File: config.mk
export PLATFORM = sky130hd
export DESIGN_NAME = gaussian_row_conv_n
export DESIGN_NICKNAME = d
export VERILOG_FILES = /design/src/rtl/gaussian_row_conv_n.sv
export SDC_FILE = /design/constraint.sdc
export NUM_CORES = 1
export LEC_CHECK = 0
export CORE_ASPECT_RATIO = 1.2
export CORE_MARGIN = 2
export CORE_UTILIZATION = 35
export CTS_CLUSTER_DIAMETER = 100
export DETAILED_ROUTE_END_ITERATION = 10
export PLACE_DENSITY = 0.52
export SYNTH_ARGS = -nofsm -noshare
export SYNTH_HDL_FRONTEND = slang
export SYNTH_SLANG_ARGS = --single-unit
File: constraint.sdc
create_clock -name clk -period 9.5 [get_ports clk]
set_input_delay 0.95 -clock clk [delete_from_list [all_inputs] [get_ports clk]]
set_output_delay 0.95 -clock clk [all_outputs]
set_load 0.005 [all_outputs]
File: src/rtl/gaussian_row_conv_n.sv
// Horizontal stage of the separable Gaussian blur: odd-length 1-D kernel over a raster stream,
// WIDTH centred outputs per row with edge substitution. ROWCONV_ROUND_EN selects round-half-up.
module gaussian_row_conv_n #(
    parameter int unsigned WIDTH     = 128,
    parameter int unsigned DATA_W    = 8,
    parameter int unsigned TAPS      = 5,
    parameter int unsigned COEF_W    = 8,
    parameter logic [TAPS*COEF_W-1:0] COEFFS = {8'd1, 8'd4, 8'd6, 8'd4, 8'd1},
    parameter int unsigned SHIFT     = 4,
    parameter int unsigned EDGE_MODE = 0
) (
    input  logic              clk,
    input  logic              rst_n,
    input  logic [DATA_W-1:0] in_data,
    input  logic              in_valid,
    output logic              in_ready,
    output logic [DATA_W-1:0] out_data,
    output logic              out_valid,
    input  logic              out_ready,
    output logic              out_last
);

    localparam int unsigned R     = (TAPS - 1) / 2;
    localparam int          RI    = int'(R);
    localparam int          WI    = int'(WIDTH);
    localparam int          TI    = int'(TAPS);
    localparam int unsigned COL_W = (WIDTH > 1) ? $clog2(WIDTH) : 1;
    localparam int unsigned IDX_W = $clog2(TAPS);
    localparam int unsigned FL_W  = (R > 1) ? $clog2(R) : 1;
    localparam int unsigned SUM_W = DATA_W + COEF_W + $clog2(TAPS);
    localparam int unsigned EXT_W = SUM_W + 1;
    localparam logic [DATA_W-1:0] PIX_MAX = '1;

    typedef enum logic [1:0] {S_FILL, S_RUN, S_FLUSH} state_t;

    state_t state, state_nxt;

    logic              ready_en;
    logic [COL_W-1:0]  col;
    logic [FL_W-1:0]   fcnt;
    logic [DATA_W-1:0] hist [TAPS-1];
    logic [SUM_W-1:0]  sum_q;
    logic              sum_valid;
    logic              sum_last;

    logic              advance_c;
    logic              in_beat_c;
    logic              flush_adv_c;
    logic              step_c;
    logic              emit_c;
    logic              last_c;
    logic [DATA_W-1:0] win_c [TAPS];
    logic [DATA_W-1:0] tap_c [TAPS];
    logic [SUM_W-1:0]  sum_c;
    logic [EXT_W-1:0]  ext_c;
    logic [EXT_W-1:0]  shr_c;
    logic [DATA_W-1:0] res_c;

    assign advance_c = !out_valid || out_ready;
    assign in_beat_c = in_valid && in_ready;

    // State register
    always_ff @(posedge clk or negedge rst_n) begin
        if (!rst_n) begin
            state <= S_FILL;
        end else begin
            state <= state_nxt;
        end
    end

    // Next-state logic
    always_comb begin
        state_nxt = state;
        case (state)
            S_FILL:  if (in_beat_c && col == COL_W'(R))         state_nxt = S_RUN;
            S_RUN:   if (in_beat_c && col == COL_W'(WIDTH - 1)) state_nxt = S_FLUSH;
            S_FLUSH: if (advance_c && fcnt == FL_W'(R - 1))     state_nxt = S_FILL;
            default:                                            state_nxt = S_FILL;
        endcase
    end

    // FSM outputs: handshake and pipeline-entry controls
    always_comb begin
        in_ready    = ready_en && advance_c && (state != S_FLUSH);
        flush_adv_c = (state == S_FLUSH) && advance_c;
        step_c      = in_beat_c || flush_adv_c;
        emit_c      = flush_adv_c || (in_beat_c && col >= COL_W'(R));
        last_c      = flush_adv_c && (fcnt == FL_W'(R - 1));
    end

    // in_ready stays low until the first edge after reset release
    always_ff @(posedge clk or negedge rst_n) begin
        if (!rst_n) begin
            ready_en <= 1'b0;
        end else begin
            ready_en <= 1'b1;
        end
    end

    always_ff @(posedge clk or negedge rst_n) begin
        if (!rst_n) begin
            col  <= '0;
            fcnt <= '0;
            for (int k = 0; k < TI - 1; k++) begin
                hist[k] <= '0;
            end
        end else begin
            if (in_beat_c) begin
                col <= (col == COL_W'(WIDTH - 1)) ? '0 : col + COL_W'(1);
            end
            if (flush_adv_c) begin
                fcnt <= (fcnt == FL_W'(R - 1)) ? '0 : fcnt + FL_W'(1);
            end
            if (step_c) begin
                hist[0] <= win_c[0];
                for (int k = 1; k < TI - 1; k++) begin
                    hist[k] <= hist[k-1];
                end
            end
        end
    end

    // Window after this step: index 0 is the newest column; flush shifts in a dummy zero
    always_comb begin
        win_c[0] = (state == S_FLUSH) ? '0 : in_data;
        for (int k = 1; k < TI; k++) begin
            win_c[k] = hist[k-1];
        end
    end

    // Gather taps with edge substitution; newest window entry is column oc+R
    always_comb begin : gather
        int  oc;
        int  x;
        int  k;
        int  j;
        logic zero;
        oc = (state == S_FLUSH) ? (WI - RI + int'(fcnt)) : (int'(col) - RI);
        x    = 0;
        k    = 0;
        j    = 0;
        zero = 1'b0;
        for (int i = 0; i < TI; i++) begin
            x    = oc - RI + i;
            j    = 2 * RI - i;
            zero = 1'b0;
            if (x < 0) begin
                k = -x;
                case (EDGE_MODE)
                    1:       j = oc + RI - k;
                    2:       zero = 1'b1;
                    default: j = oc + RI;
                endcase
            end else if (x > WI - 1) begin
                k = x - (WI - 1);
                case (EDGE_MODE)
                    1:       j = oc + RI - (WI - 1 - k);
                    2:       zero = 1'b1;
                    default: j = oc + RI - (WI - 1);
                endcase
            end
            if (j < 0)      j = 0;
            if (j > TI - 1) j = TI - 1;
            tap_c[i] = zero ? '0 : win_c[IDX_W'(j)];
        end
    end

    // Multiply-accumulate; tap 0 uses the MSB coefficient slice
    always_comb begin
        sum_c = '0;
        for (int i = 0; i < TI; i++) begin
            sum_c = sum_c + SUM_W'(tap_c[i]) * SUM_W'(COEFFS[(TI-1-i)*COEF_W +: COEF_W]);
        end
    end

`ifdef ROWCONV_ROUND_EN
    localparam int unsigned RND_SH = (SHIFT > 0) ? SHIFT - 1 : 0;
    localparam logic [EXT_W-1:0] RND = (SHIFT > 0) ? (EXT_W'(1) << RND_SH) : '0;
    assign ext_c = EXT_W'(sum_q) + RND;
`else
    assign ext_c = EXT_W'(sum_q);
`endif
    assign shr_c = ext_c >> SHIFT;
    assign res_c = (shr_c > EXT_W'(PIX_MAX)) ? PIX_MAX : DATA_W'(shr_c);

    // Sum stage then output stage; both hold while downstream stalls
    always_ff @(posedge clk or negedge rst_n) begin
        if (!rst_n) begin
            sum_q     <= '0;
            sum_valid <= 1'b0;
            sum_last  <= 1'b0;
            out_data  <= '0;
            out_valid <= 1'b0;
            out_last  <= 1'b0;
        end else if (advance_c) begin
            sum_valid <= emit_c;
            if (emit_c) begin
                sum_q    <= sum_c;
                sum_last <= last_c;
            end
            out_valid <= sum_valid;
            out_last  <= sum_valid && sum_last;
            if (sum_valid) begin
                out_data <= res_c;
            end
        end
    end

endmodule

; ---- Word level (Yosys, flattened, before mapping)
; Cells that the tools add are included.
[totals]
elab_cells = 132
register_bits = 74
output_inout_bits = 11
in_bits = 12
[classes]
n_reduce_logical = 18
mul = 1
order_cmp = 27
n_mux = 44
add_sub_neg = 15
eq_ne = 8
bitwise = 5
[op_table]
columns = operator, n
row1 = 32-bit 2-to-1 mux, 16
row2 = 32-bit by 1-bit < comparator with 1-bit output (second input constant), 10
row3 = 32-bit by 4-bit > comparator with 1-bit output (second input constant), 5
row4 = 32-bit by 8-bit > comparator with 1-bit output (second input constant), 5
row5 = 8-bit binary-select mux with 3-bit select, 5
row6 = 32-bit by 3-bit adder with 32-bit output (second input constant), 3
row7 = 8-bit 2-to-1 mux, 12
row8 = 32-bit by 2-bit adder with 32-bit output (second input constant), 1
row9 = 32-bit by 4-bit adder with 32-bit output (second input constant), 1
row10 = 32-bit by 3-bit subtractor with 32-bit output (second input constant), 1
row11 = 32-bit by 8-bit subtractor with 32-bit output (second input constant), 1
row12 = 3-bit by 4-bit >= comparator with 1-bit output (second input constant), 5
row13 = 15-bit by 8-bit > comparator with 1-bit output (second input constant), 1
row14 = 3-bit 2-to-1 mux, 5
row15 = 3-bit inverter, 5
row16 = 13-bit by 8-bit adder with 14-bit output, 1
row17 = 12-bit by 10-bit adder with 13-bit output, 1
row18 = 11-bit by 11-bit adder with 12-bit output, 1
row19 = 8-bit by 10-bit adder with 11-bit output, 1
row20 = 1-bit logical AND, 10
row21 = 8-bit by 2-bit multiplier with 10-bit output (second input constant), 1
row22 = 7-bit by 1-bit adder with 8-bit output (first input constant), 1
row23 = 2-bit != test (second input constant), 4
row24 = 7-bit by 2-bit subtractor with 8-bit output (second input constant), 1
row25 = other kinds (16), 21

; ---- Logic depth before layout (Yosys ltp)
; Gate-level depths: netlist of run 1.
[logic_depth]
ltp_word = 19
mapped_depth = 48
ltp_nobuf = 42

; ---- Worst setup path after synthesis of run 1
; OpenSTA, ideal clock, no wires.
[synth_timing]
kind = register to register
from = register state[1]
to = register sum_q[11]
period_less_slack_ns = 9.405
arrival_ns = 9.280
path_stages_with_launch = 43
path_slack_ns = 0.095
setup_ns = 0.125
path_buffers = 7
required_ns = 9.375
path_cell_list = dfrtp_1 -> nor2b_1 -> buf_2 -> buf_2 -> clkbuf_1 -> nor2_1 -> clkinv_1 -> ha_1 -> o21ai_2 -> buf_2 -> a21oi_2 -> nand2_1 -> ha_1 -> and4_1 -> clkbuf_1 -> nand2_1 -> nor2_1 -> a41oi_1 -> [7 not listed] -> clkbuf_1 -> o31ai_1 -> ha_1 -> a21o_1 -> a21oi_1 -> o21bai_1 -> a21oi_1 -> o21bai_1 -> a21oi_1 -> xnor2_1 -> fa_1 -> ha_1 -> ha_1 -> ha_1 -> a21o_1 -> a21oi_1 -> xor2_1 -> mux2_2
[synth_via]
elab_chain_cells = 19
word_cells_on_any_way = 82
classes_between = 11 x add/sub / 1 x mul / 20 x order compare / 2 x eq/ne / 37 x mux / 5 x bitwise / 6 x reduce/logical
[synth_rtl]
columns = item, line_no
row1 = "start, declared", 36  ; state_t state, state_nxt;
row2 = "start signal, assigned", 67  ; state <= state_nxt;
row3 = 2-bit == test, "85, 125, 138"
row4 = 32-bit 2-to-1 mux, 138  ; oc = (state == S_FLUSH) ? (WI - RI + int'(fcnt)) : (int'(col) - RI);
row5 = 32-bit by 3-bit subtractor with 32-bit output, 144  ; x = oc - RI + i;
row6 = 32-bit by 3-bit adder with 32-bit output / 32-bit by 2-bit adder with 32-bit output (equally long branches), 144
row7 = 32-bit by 8-bit > comparator with 1-bit output, 154  ; end else if (x > WI - 1) begin
row8 = 32-bit 2-to-1 mux, 154
row9 = 32-bit 2-to-1 mux, 147  ; if (x < 0) begin
row10 = 32-bit by 1-bit < comparator with 1-bit output, 162  ; if (j < 0) j = 0;
row11 = [2 not listed], --
row12 = 3-bit 2-to-1 mux, 163  ; if (j > TI - 1) j = TI - 1;
row13 = 3-bit inverter (not written as such), 164  ; tap_c[i] = zero ? '0 : win_c[IDX_W'(j)];
row14 = 8-bit binary-select mux with 3-bit select, 164
row15 = 8-bit 2-to-1 mux (not written as such) (2 in a row), 164
row16 = 8-bit by 2-bit multiplier with 10-bit output / 8-bit by 10-bit adder with 11-bit output (equally long branches), 172  ; sum_c = sum_c + SUM_W'(tap_c[i]) * SUM_W'(COEFFS[(TI-1-i)*COEF_W +: COEF_W]);
row17 = 11-bit by 11-bit adder with 12-bit output, 172
row18 = 12-bit by 10-bit adder with 13-bit output, 172
row19 = 13-bit by 8-bit adder with 14-bit output, 172
row20 = "end signal, assigned", 198  ; sum_q <= sum_c;
row21 = "end, declared", 42  ; logic [SUM_W-1:0] sum_q;
; Parallel ways exist; a longest one is shown, timed or not. The select of a mux whose other input is x is not followed.
; A chain may end at the register's enable or synchronous reset.

; ---- Worst setup path in the final report of run 1
[layout_timing]
from = register col[2]
to = register sum_q[11]
[layout_via]
elab_chain_cells = 19
word_cells_on_any_way = 78
classes_between = 12 x add/sub / 1 x mul / 21 x order compare / 36 x mux / 5 x bitwise / 3 x reduce/logical
[layout_rtl]
columns = item, line_no
row1 = "start, declared", 39  ; logic [COL_W-1:0] col;
row2 = "start signal, assigned", 109  ; col <= (col == COL_W'(WIDTH - 1)) ? '0 : col + COL_W'(1);
row3 = 7-bit by 2-bit subtractor with 8-bit output, 138
row4 = 32-bit 2-to-1 mux, 138
row5 = 32-bit by 3-bit subtractor with 32-bit output, 144
row6 = 32-bit by 3-bit adder with 32-bit output / 32-bit by 2-bit adder with 32-bit output (equally long branches), 144
row7 = 32-bit by 8-bit > comparator with 1-bit output, 154
row8 = 32-bit 2-to-1 mux, 154
row9 = 32-bit 2-to-1 mux, 147
row10 = 32-bit by 1-bit < comparator with 1-bit output, 162
row11 = [2 not listed], --
row12 = 3-bit 2-to-1 mux, 163
row13 = 3-bit inverter (not written as such), 164
row14 = 8-bit binary-select mux with 3-bit select, 164
row15 = 8-bit 2-to-1 mux (not written as such) (2 in a row), 164
row16 = 8-bit by 2-bit multiplier with 10-bit output / 8-bit by 10-bit adder with 11-bit output (equally long branches), 172
row17 = 11-bit by 11-bit adder with 12-bit output, 172
row18 = 12-bit by 10-bit adder with 13-bit output, 172
row19 = 13-bit by 8-bit adder with 14-bit output, 172
; Parallel ways exist; a longest one is shown, timed or not. The select of a mux whose other input is x is not followed.

==> results of run 1 <==
[registers in the layout, summed over array words and instances, names as in the netlist]
signal	count
hist	32
sum_q	9
out_data	8
col	7
state	2
fcnt	1
out_last	1
out_valid	1
ready_en	1
sum_last	1
sum_valid	1
[what timing repair did]
action,CTS,global route
gates resized for setup,1,32
pin swaps,0,7
buffers inserted,0,9
endpoints found under the setup margin,1,5
[synthesized netlist by cell type, types with 6 or more instances]
cell type	n
and3_1	19
a211oi_1	22
ha_1	48
nor2b_1	8
or3_1	15
a22oi_1	8
xor2_1	13
dfrtp_1	64
or4_1	8
a31oi_1	23
mux2_2	34
a21o_1	16
mux2i_1	67
o211ai_1	13
o31ai_1	14
nand3b_1	11
a221oi_1	8
clkbuf_1	61
buf_2	21
nand2_1	148
a32o_1	8
a211o_1	7
inv_1	59
nand3_1	54
o21ai_1	12
nand4_1	31
and2_1	25
and4_1	7
nand2b_1	17
o22ai_1	7
xnor2_1	29
nor4_1	16
a21oi_1	76
o21ai_0	50
nand4b_1	6
nor2_1	116
fa_1	23
nor3_1	36
[critical path: cells and delay by family (launching register included)]
kind            cells  cell delay (ns)
buf+inv             6             0.69
simple gates        9             2.09
compound gates     11             2.44
mux                 2             0.62
xor+xnor            1             0.08
fa+ha+maj           7             2.60
flops               1             0.36
[per-stage QoR]
stage	hold WS, ns	instances	utilization, %	setup TNS [ns]
after global routing	0.501	1829	41.2	-0.120
after global placement	0.452	1804	39.5	0
after CTS	0.460	1820	40.6	0
after detailed placement	0.451	1804	39.5	0
after floorplan	0.430	1358	-	0
final	0.460	1829	41.2	0
[cell type report]
class                      instances  area [um2]  share of cell area [%]
clock inverter                     6        67.6                   0.556
multi-input combinational       1141        8310                    68.3
tap                              390         488                    4.01
sequential                        64        1600                    13.2
inverter                          61         229                    1.88
clock buffer                      10         239                    1.97
timing repair buffer             157        1230                    10.1
[layer usage]
metal,global-route usage [%],up-vias,part of all wire (%)
li1,-,5181,-
met1,32.3,5397,39
met4,17.0,0,6.5
met5,0,-,0
met2,48.2,529,48
met3,3.59,183,5.9
[how the worst max path moves through the flow]
stage                     cells after the start            startpoint               endpoint  slack [ns]
final                                        36    col[2]$_DFFE_PN0P_  sum_q[11]$_DFFE_PN0P_        0.46
after detailed placement                     36    col[2]$_DFFE_PN0P_  sum_q[11]$_DFFE_PN0P_        0.02
after floorplan                              42  state[1]$_DFFE_PN0P_  sum_q[11]$_DFFE_PN0P_         0.1
after CTS                                    36    col[2]$_DFFE_PN0P_  sum_q[11]$_DFFE_PN0P_       0.002
after global placement                       40    col[2]$_DFFE_PN0P_  sum_q[11]$_DFFE_PN0P_        0.11
after global routing                         37    col[2]$_DFFE_PN0P_  sum_q[12]$_DFFE_PN0P_       -0.05
[logic make-up (layout without fill, tap and decap cells)]
kind of cell / after synthesis / in the layout / share of synthesized area (%)
and+or+nand+nor: 563 / 563 / 28.8
buffers and inverters: 153 / 234 / 6.16
DFF: 64 / 64 / 15.3
muxes: 106 / 106 / 10.6
other: 1 / 1 / 0.0359
xor gates and xnor gates: 46 / 46 / 4.21
adders and majority gates: 71 / 71 / 10.2
AOI/OAI and AO/OA: 354 / 354 / 24.7
==> flow_summary_export.csv, run 1 <==
group,metric,value,unit
outcome,run_status,"completed",
synthesis,synth_area,10400,um2
synthesis,synth_ff_type,"dfrtp_1",
synthesis,synth-async-reset-ratio,100,%
timing,worst_pin_slew,1.18,ns
synthesis,yosysTopAreaCell,"dfrtp_1",
timing,fmax,111,MHz
clocking,cts.sinks,64,
global_route,grt_pass1_wl,66.2,mm
worst_hold_path,min_path_type,"reg -> reg",
timing,final_hold_viol_count,0,
global_route,grt_pass1_vias,11167,
layout,drive_gt1_share,19.0,%
synthesis,synth-seq-area-share,15.3,%
clocking,htree_levels,3,
global_route,grt_max_degree,65,
worst_hold_path,hold-path-cell-count,1,
clocking,clk_pin_slew,0.06,ns
clocking,cts-root-buf,"clkbuf_16",
worst_hold_path,hold_start,"state[1]$_DFFE_PN0P_",
floorplanning,die_x,162,um
synthesis,avgSynthCellArea,7.69,um2
route,wl_per_cell,23.7,um
route,routed-via-count,11290,
placed_design,routabilityCongestion,1.01,
setup_path,cp-end-kind,"register",
setup_path,rrSetupSlack,0.46,ns
synthesis,synth_nets,1441,
setup_path,rr_startpoint,"col[2]$_DFFE_PN0P_",
layout,layout_commonest_cell,"nand2_1",
setup_path,crit_path_start_kind,"register",
clocking,clk-insertion-delay-late,0.35,ns
layout,fill_cells,3106,
timing,maxSlewViolCount,0,
clocking,cts_tree,"done",
synthesis,synth_top_area_share,15.3,%
route,drc,0,
setup_path,critPathMaxFanout,7,
worst_hold_path,hold-path-endpoint,"state[0]$_DFFE_PN0P_",
clocking,clockBufferDepth,2,
setup_path,required,9.73,ns
route,drt_wl_total,43.3,mm
synthesis,ys_warn_count,0,
route,antenna_left,0,
layout,stdcell_area,12200,um2
timing,finalCritPeriodShare,95.1,%
placed_design,dp_hpwl,34.1,mm
floorplanning,initial_core_util,35.4,%
floorplanning,rows,69,
setup_path,critPathKind,"reg -> reg",
global_route,grtUsageTotal,27.6,%
floorplanning,die_area,31200,um2
timing,slew_headroom,21.1,%
timing,clock_skew,0.0112,ns
timing,finalSetupViolCount,0,
synthesis,synth_cells,1358,
run,maxCapViolCount,0,
route,via_per_inst,6.17,
synthesis,synthTopCellsByArea,"dfrtp_1 15%, mux2i_1 6.4%, ha_1 5.8%",
placed_design,place_ws,0.0241,ns
synthesis,synth-seq-cells,64,
setup_path,critPathMostFrequentCell,"inv_1",
setup_path,cp_slowest_stage_delay,0.55,ns
floorplanning,core_area,29500,um2
setup_path,crit_arrival,9.26,ns
route,initialDrtViolationCount,918,
route,dr.pass1.iters,5,
timing,worst_slack,0.461,ns
layout,finalNetCount,1517,
synthesis,synth.distinct_cells,108,
placed_design,dpl_cell_area,11700,um2
clocking,cts_hold_buffers,0,
setup_path,reg2regPathDepth,36,
floorplanning,io_pins,23,
setup_path,regToRegEndpoint,"sum_q[11]$_DFFE_PN0P_",
synthesis,synth-edff-count,0,
global_route,antenna_found_initial,0,
placed_design,port_buffers,22,
floorplanning,die_y,193,um
setup_path,slowest_stage,"fa_1",
timing,min_period,9.04,ns
layout,most-common-layout-cells,"148 x nand2_1, 135 x buf_4, 112 x nor2_1",
layout,antenna_cells,0,
layout,syn_to_final_growth,16.5,%
clocking,cts_buffers,9,
global_route,gr-total-overflow,0,
Power of run 1 is not shown: default switching activity piles up to over one toggle a cycle in this logic, so the estimate is an artifact.
==> run 2: changes to the inputs <==
--- a/config.mk
+++ b/config.mk
@@ -10,7 +10,7 @@
 export CORE_UTILIZATION = 35
 export CTS_CLUSTER_DIAMETER = 100
 export DETAILED_ROUTE_END_ITERATION = 10
-export PLACE_DENSITY = 0.52
+export PLACE_DENSITY = 0.5
 export SYNTH_ARGS = -nofsm -noshare
 export SYNTH_HDL_FRONTEND = slang
 export SYNTH_SLANG_ARGS = --single-unit
==> constraint.sdc (replaced) <==
create_clock -name clk -period 11.4 [get_ports clk]
set_input_delay 1.14 -clock clk [delete_from_list [all_inputs] [get_ports clk]]
set_output_delay 1.14 -clock clk [all_outputs]
set_load 0.005 [all_outputs]
==> run 2 against run 1 <==
Against the previous run:
- via count down 2.6%
- sequential share of layout area up 0.89 points
- die area unchanged
==> flow_summary_export.csv, run 2 (same netlist as run 1, synthesis figures left out) <==
group,metric,value,unit
route,wl_per_cell,24.5,um
timing,finalSetupTns,0,ns
route,antenna_left,0,
timing,final_hold_viol_count,0,
route,dr.pass1.iters,6,
clocking,htree_levels,3,
timing,clock_skew,0.0143,ns
route,drc,0,
route,routed-via-count,11001,
clocking,clockBufferDepth,2,
setup_path,critPathKind,"reg -> reg",
setup_path,cp-end-kind,"register",
route,via_per_inst,6.33,
floorplanning,core_area,29500,um2
floorplanning,initial_core_util,35.4,%
floorplanning,io_pins,23,
setup_path,critPathMaxFanout,12,
timing,maxSlewViolCount,0,
route,initialDrtViolationCount,1122,
setup_path,path_delay_family,"simple AND/OR/NAND/NOR gates",
run,maxCapViolCount,0,
timing,finalSetupViolCount,0,
clocking,cts-root-buf,"clkbuf_16",
layout,regMostFlops,"hist",
setup_path,required,11.61,ns
global_route,grtUsageTotal,27.1,%
timing,rsz0062_at_grt,"no",
setup_path,crit_path_start_kind,"register",
clocking,clk-insertion-delay-late,0.35,ns
layout,antenna_cells,0,
global_route,grt_pass1_wl,65.1,mm
timing,worst_pin_slew,1.14,ns
setup_path,cp_slowest_stage_delay,0.76,ns
layout,layout_commonest_cell,"nand2_1",
route,drt_wl_total,42.6,mm
placed_design,dp_hpwl,32.6,mm
floorplanning,rows,69,
setup_path,crit_arrival,10.84,ns
floorplanning,die_y,193,um
setup_path,slowest_stage,"a211oi_4",
route,highest_layer,"met4",
route,wl_met2,20.6,mm
timing,min_period,10.63,ns
floorplanning,die_x,162,um
layout,top_regs,"hist: 32 flops, sum_q: 9 flops, out_data: 8 flops",
layout,drive_gt1_share,11.8,%
layout,most-common-layout-cells,"148 x nand2_1, 116 x nor2_1, 76 x a21oi_1",
timing,finalCritPeriodShare,93.2,%
setup_path,critPathMostFrequentCell,"a21oi_1",
global_route,gr-total-overflow,0,
route,met3_length,2.48,mm
placed_design,port_buffers,22,
layout,finalNetCount,1426,
clocking,cts_buffers,9,
timing,fmax,94.1,MHz
global_route,grt_max_degree,65,
clocking,cts.sinks,64,
route,met1_length,17.1,mm
layout,fill_cells,3188,
clocking,cts_tree,"done",
global_route,grt_pass1_vias,10586,
outcome,run_status,"completed",
layout,syn_to_final_growth,9.16,%
placed_design,routabilityCongestion,0.975,
setup_path,crit_buf_inv,6,
global_route,antenna_found_initial,0,
layout,largest_register_ffs,32,
clocking,clk_pin_slew,0.06,ns
worst_hold_path,min_path_type,"reg -> reg",
floorplanning,die_area,31200,um2
timing,slew_headroom,23.9,%
run 2: cell types whose count changed in the layout (fill, tap and decap cells not counted), sizes merged:
cell / previous run / this run
clkinv: 3 / 4
clkinvlp: 2 / 0
buf: 136 / 45
inv: 61 / 62
bufinv: 1 / 2
clkbuf: 10 / 9
run 2: metal layers:
| metal | global-route usage (%) | vias up |
|---|---|---|
| li1 | - | 5010 |
| met1 | 33.3 | 5335 |
| met2 | 47.2 | 520 |
| met3 | 2.57 | 136 |
| met4 | 14.7 | 0 |
| met5 | 0 | - |
run 2: through the flow:
step / area (um2) / utilization (%) / setup WS (ns) / std cells / hold slack [ns]
floorplan: 10400 / - / 2.00 / 1358 / 0.430
global placement: 11000 / 37.4 / 0.849 / 1720 / 0.462
detailed placement: 11000 / 37.4 / 0.842 / 1720 / 0.477
global route: 11400 / 38.6 / 0.0723 / 1738 / 0.514
finish: 11400 / 38.6 / 0.772 / 1738 / 0.482
CTS: 11400 / 38.5 / 0.775 / 1736 / 0.487
run 2: worst reg2reg max path: cells and delay by family, from the launching register on:
family,cells,cell delay [ns]
compound gates,12,2.95
flops,1,0.52
simple gates,12,3.17
mux,3,0.64
fa+ha+maj,6,2.52
buf+inv,6,0.70
run 2: worst paths after layout:
path	from	end	slack (ns)	cells past startpoint
min reg2reg	sum_q[10]$_DFFE_PN0P_	sum_q[10]$_DFFE_PN0P_	0.48	2
max	col[1]$_DFFE_PN0P_	sum_q[12]$_DFFE_PN0P_	0.77	39
max reg2reg	col[1]$_DFFE_PN0P_	sum_q[12]$_DFFE_PN0P_	0.77	39
min	sum_q[10]$_DFFE_PN0P_	sum_q[10]$_DFFE_PN0P_	0.48	2
max in group asynchronous	rst_n	out_data[7]$_DFFE_PN0P_	9.85	2
min in group asynchronous	rst_n	hist[0]$_DFFE_PN0P_	0.93	2
run 2: area by class of cell:
class | count | area [um2] | share of cell area (%)
multi-input combinational | 1141 | 8200 | 72.0
sequential | 64 | 1600 | 14.1
timing repair buffer | 66 | 546 | 4.79
tap | 390 | 488 | 4.28
inverter | 61 | 229 | 2.01
clock buffer | 9 | 225 | 1.98
clock inverter | 7 | 104 | 0.911
run 2: repair_timing:
action	CTS	global route
buffers inserted	0	2
gates resized for setup	0	2
hold buffers	0	0
endpoints found under the setup margin	0	2
Power of run 2 is left out for the same reason.
==> run 3: changes to the inputs <==
--- a/config.mk
+++ b/config.mk
@@ -5,6 +5,7 @@
 export SDC_FILE = /design/constraint.sdc
 export NUM_CORES = 1
 export LEC_CHECK = 0
+export ABC_CLOCK_PERIOD_IN_PS = 11400
 export CORE_ASPECT_RATIO = 1.2
 export CORE_MARGIN = 2
 export CORE_UTILIZATION = 35
==> results of run 3 <==
No change in the layout: final DEF, timing and power equal those of run 2.
Power of run 3 is left out for the same reason.
==> edit 1: new RTL, config.mk and constraints of run 3 <==
The option `ROWCONV_ROUND_EN` is turned on by a define.
--- a/src/rtl/gaussian_row_conv_n.sv
+++ b/src/rtl/gaussian_row_conv_n.sv
@@ -1,5 +1,7 @@
 // Horizontal stage of the separable Gaussian blur: odd-length 1-D kernel over a raster stream,
 // WIDTH centred outputs per row with edge substitution. ROWCONV_ROUND_EN selects round-half-up.
+`define ROWCONV_ROUND_EN
+
 module gaussian_row_conv_n #(
     parameter int unsigned WIDTH     = 128,
     parameter int unsigned DATA_W    = 8,
Behaviour: not the same (a bounded check fails within 10 cycles, from zero or initial values and one cycle with rst_n low).
==> edit 1 against run 3 <==
The flow now finishes with violations (max-capacitance violations); fmax up 0.26%; synthesized area increased by 2.0%; worst setup slack gained 0.027 ns; sequential cell count rose by 1; routed wire length grew 4.9%; final area increased by 1.2%; sequential share of layout area increased by 0.055 points.
==> edit 1: results (changes against run 3) <==
- Status: finished with violations
- Failing checks: max-capacitance violations
- Slew margin rel.: 0.125% (-24 points)
- Clock Skew: 0.0114 ns (-0.00295 ns)
- Hold Path Depth: 1 (-1)
- Fill count: 3168 (-0.63%)
- HP Start: state[1]
- Vias in the first global route: 11095 (+4.8%)
- Synth area leaders: dfrtp_1 (15%), ha_1 (5.9%), mux2_2 (5.2%)
- Final setup TNS: 0 ns (unchanged)
- Post-synthesis mux area share: 10.0% (-0.60 points)
- Critical Path Max Stage Delay: 0.57 ns (-0.19 ns)
- Met1 WL: 17500 um (+1.9%)
- Biggest regs: hist: 32 flops, sum_q: 10 flops, out_data: 8 flops
- Global Route Usage Sum: 27.9% (+0.73 points)
- Initial antenna violation count: 0 (unchanged)
- Routing usage on met1: 33.6% (+0.28 points)
- Max-cap violations: 1 (+1)
- Compound-Gate Fraction of Synth Area: 27.2% (+2.5 points)
- Post-Synth XOR/XNOR Area: 3.35% (-0.86 points)
- Detail-routed via count per cell: 6.48 (+2.4%)
- First-pass GRT wire length: 68300 um (+4.8%)
- Met2 usage in global routing: 47.4% (+0.19 points)
- Seq/Total Area, Yosys: 15.3% (-0.070 points)
- Metal3 WL: 2800 um (+13%)
- Crit-path slowest cell: ha_1
- DPL Wire Length: 34200 um (+5.1%)
- Gpl congestion: 0.943 (-3.3%)
- CTS buffer count: 9 (unchanged)
- Layout cells sized above 1: 11.3% (-0.46 points)
- Pre-CTS setup slack: 0.822 ns (-0.0203 ns)
- Met3 global-route usage: 3.46% (+0.90 points)
- Most frequent cells after synthesis: nand2_1 (125), nor2_1 (101), a21oi_1 (87)
- Initial drt markers: 1072 (-4.5%)
- Routed wire length: 44700 um (+4.9%)
- Largest net degree at the start of global routing: 66 (+1.5%)
- DR WL met2: 21600 um (+5.0%)
- CP startpoint: col[2]
- Syn_nets: 1485 (+3.1%)
[edit 1: cell count changes after synthesis, moves of 13 or more]
cell / run 3 / this run
mux2i_1: 67 / 48
o21ai_0: 50 / 64
nor4_1: 16 / 30
o22ai_1: 7 / 20
mux2_2: 34 / 49
nor2_1: 116 / 101
nand2_1: 148 / 125
[edit 1: where the power goes]
part / leakage (nW) / internal, mW / switching (mW)
registers: 0.795 / 0.312 / 0.175
logic: 3.87 / 1.03 / 1.53
clock network: 0.146 / 0.174 / 0.130
[edit 1: final cells by class]
type / instances / area share [%]
multi-input cells: 1186 / 72.9
well taps: 390 / 4.23
clock inverters: 7 / 0.738
repair buffers: 54 / 3.97
clock buffers: 9 / 1.95
inverters: 64 / 2.08
flip-flops and latches: 65 / 14.1
[edit 1: critical path: cells and delay by family, from the launching register on]
family / cells / cell delay, ns
flip-flops: 1 / 0.54
adder cells (fa/ha/maj): 7 / 2.63
multiplexers: 3 / 0.75
buffers and inverters: 2 / 0.24
AO/OA/AOI/OAI: 13 / 2.79
XOR/XNOR: 2 / 0.38
AND/OR/NAND/NOR: 11 / 3.17
[edit 1: metrics by stage]
step | instance area (um2) | hold slack, ns | cells
final | 11500 | 0.494 | 1775
after detailed placement | 11200 | 0.492 | 1759
after global placement | 11200 | 0.489 | 1759
after CTS | 11500 | 0.500 | 1775
after floorplan | 10600 | 0.445 | 1400
after global routing | 11500 | 0.522 | 1775
[edit 1: final timing paths]
kind	end	slack, ns
setup / recovery	sum_q[11]	0.80
hold / removal	state[0]	0.49
setup reg to reg	sum_q[11]	0.80
hold reg to reg	state[0]	0.49
max in group asynchronous	col[1]	9.87
min in group asynchronous	hist[14]	0.88
==> edit 2: new RTL, config.mk and constraints of run 3 <==
Without the edit above. Encoding of `state_t`: now one-hot (3 bits for 3 states).
--- a/src/rtl/gaussian_row_conv_n.sv
+++ b/src/rtl/gaussian_row_conv_n.sv
@@ -31,7 +31,7 @@
     localparam int unsigned EXT_W = SUM_W + 1;
     localparam logic [DATA_W-1:0] PIX_MAX = '1;
 
-    typedef enum logic [1:0] {S_FILL, S_RUN, S_FLUSH} state_t;
+    typedef enum logic [2:0] {S_FILL = 3'b001, S_RUN = 3'b010, S_FLUSH = 3'b100} state_t;
 
     state_t state, state_nxt;
 
Check against the original RTL: no difference found for any inputs over 4 cycles, from zero or initial values and one cycle with rst_n low; so few cycles prove little.
==> edit 2 against run 3 <==
Sequential cell count grew 1; first-iteration DRC count is 6.7% lower; critical path type unchanged; global-route usage is 0.38 points higher; sequential share of layout area up 0.38 points; critical endpoint is now sum_q[11]; worst setup slack got worse by 0.13 ns; final area is 1.1% lower; utilization is 0.18 points lower; synthesized cell count increased by 0.74%; routed wire length increased by 0.86%; via count rose by 1.8%; synthesized area down 0.71%.
Power is not shown: default switching activity piles up to over one toggle a cycle in this logic, so the estimate is an artifact.
==> edit 2: results (changes against run 3) <==
- Drt first pass iters: 7 (+1)
- Initial drt markers: 1047 (-6.7%)
- Largest net degree at the start of global routing: 57 (-12%)
- Worst R2R Path Depth: 38 (-2.6%)
- Crit-path slowest cell: ha_1
- Seq/Total Area, Yosys: 15.7% (+0.36 points)
- Final hold slack: 0.491 ns (+0.00833 ns)
- Clock Latency Late Sink: 0.34 ns
- CP Max Fanout: 15 (+3)
- Final Non-Filler Cells: 1748 (+0.58%)
- Nets: 1436 (+0.70%)
- Clock Skew: 0.00975 ns (-0.00458 ns)
- Syn Inst Count: 1368 (+0.74%)
- R2R Setup Slk: 0.64 ns (-0.13 ns)
- Number of distinct library cells after synthesis: 109 (+0.93%)
- Status: complete, no violations
- Syn_nets: 1451 (+0.69%)
- Critical Path Max Stage Delay: 0.68 ns (-0.08 ns)
- Crit path DAT: 10.98 ns (+0.14 ns)
- Layout cells sized above 1: 10.3% (-1.5 points)
- DPL Wire Length: 33500 um (+2.7%)
- Hold Crit Endpoint: out_last
- Most frequent cells after synthesis: nand2_1 (161), nor2_1 (95), a21oi_1 (84)
- Reg-to-Reg End: sum_q[11]
- Gpl congestion: 0.982 (+0.67%)
- Global Route Usage Sum: 27.5% (+0.38 points)
- Slew margin rel.: 28.1% (+4.2 points)
- HP Start: out_last
- Synth area leaders: dfrtp_1 (15%), nand2_1 (5.8%), ha_1 (5.8%)
- Detail-routed via count per cell: 6.40 (+1.2%)
- Routed len/inst: 24.6 um (+0.28%)
- Vias in the first global route: 10913 (+3.1%)
- First-pass GRT wire length: 65900 um (+1.2%)
- Cells after DPL: 1732 (+0.70%)
- CP startpoint: col[2]
-- edit 2: changes by cell type in the layout (fill, tap and decap cells not counted), sizes merged, moves of 8 or more --
cell,run 3,this run
a211oi,25,9
a311oi,2,11
nor2,117,97
a22o,0,9
nand2b,17,9
o21bai,5,14
nand2,149,161
mux2i,67,50
buf,45,37
o21ai,65,82
-- edit 2: routing by layer --
layer / wire (um) / track usage [%] / share of wire (%)
met3: 2110 / 2.58 / 4.9
met2: 21200 / 49.7 / 49
met5: 0 / 0 / 0
met1: 16800 / 31.8 / 39
met4: 2870 / 16.1 / 6.7
-- edit 2: logic make-up (layout without fill, tap and decap cells) --
family                   Yosys count  after routing  share of synthesized area [%]
XOR/XNOR                          33             33                           2.79
adder cells (fa/ha/maj)           71             71                           10.2
AND/OR/NAND/NOR                  563            563                           28.5
AO/OA/AOI/OAI                    406            406                           28.3
other                              1              1                         0.0362
buffers and inverters            146            136                           5.87
multiplexers                      83             83                           8.52
flip-flops                        65             65                           15.7
-- edit 2: worst reg2reg max path: cells and delay by family, from the launching register on --
kind | cells | cell delay, ns
fa+ha+maj | 8 | 3.11
flops | 1 | 0.50
xor+xnor | 3 | 0.50
simple gates | 10 | 3.66
compound gates | 13 | 2.53
buf+inv | 4 | 0.35
-- edit 2: final cells by class --
class                           instances  area, um2
Clock buffer                           10        229
Clock inverter                          6       66.3
Fill cell                            3166      18100
Inverter                               62        233
Multi-Input combinational cell       1157       8140
Sequential cell                        65       1630
Tap cell                              390        488
Timing Repair Buffer                   58        488
-- edit 2: worst max path at each step --
stage	to	slack [ns]	depth (start not counted)
final	sum_q[11]	0.64	38
after floorplan	sum_q[10]	2.11	41
after global routing	sum_q[11]	0.03	38
after global placement	sum_q[11]	0.90	38
after CTS	sum_q[11]	0.81	38
after detailed placement	sum_q[11]	0.86	38
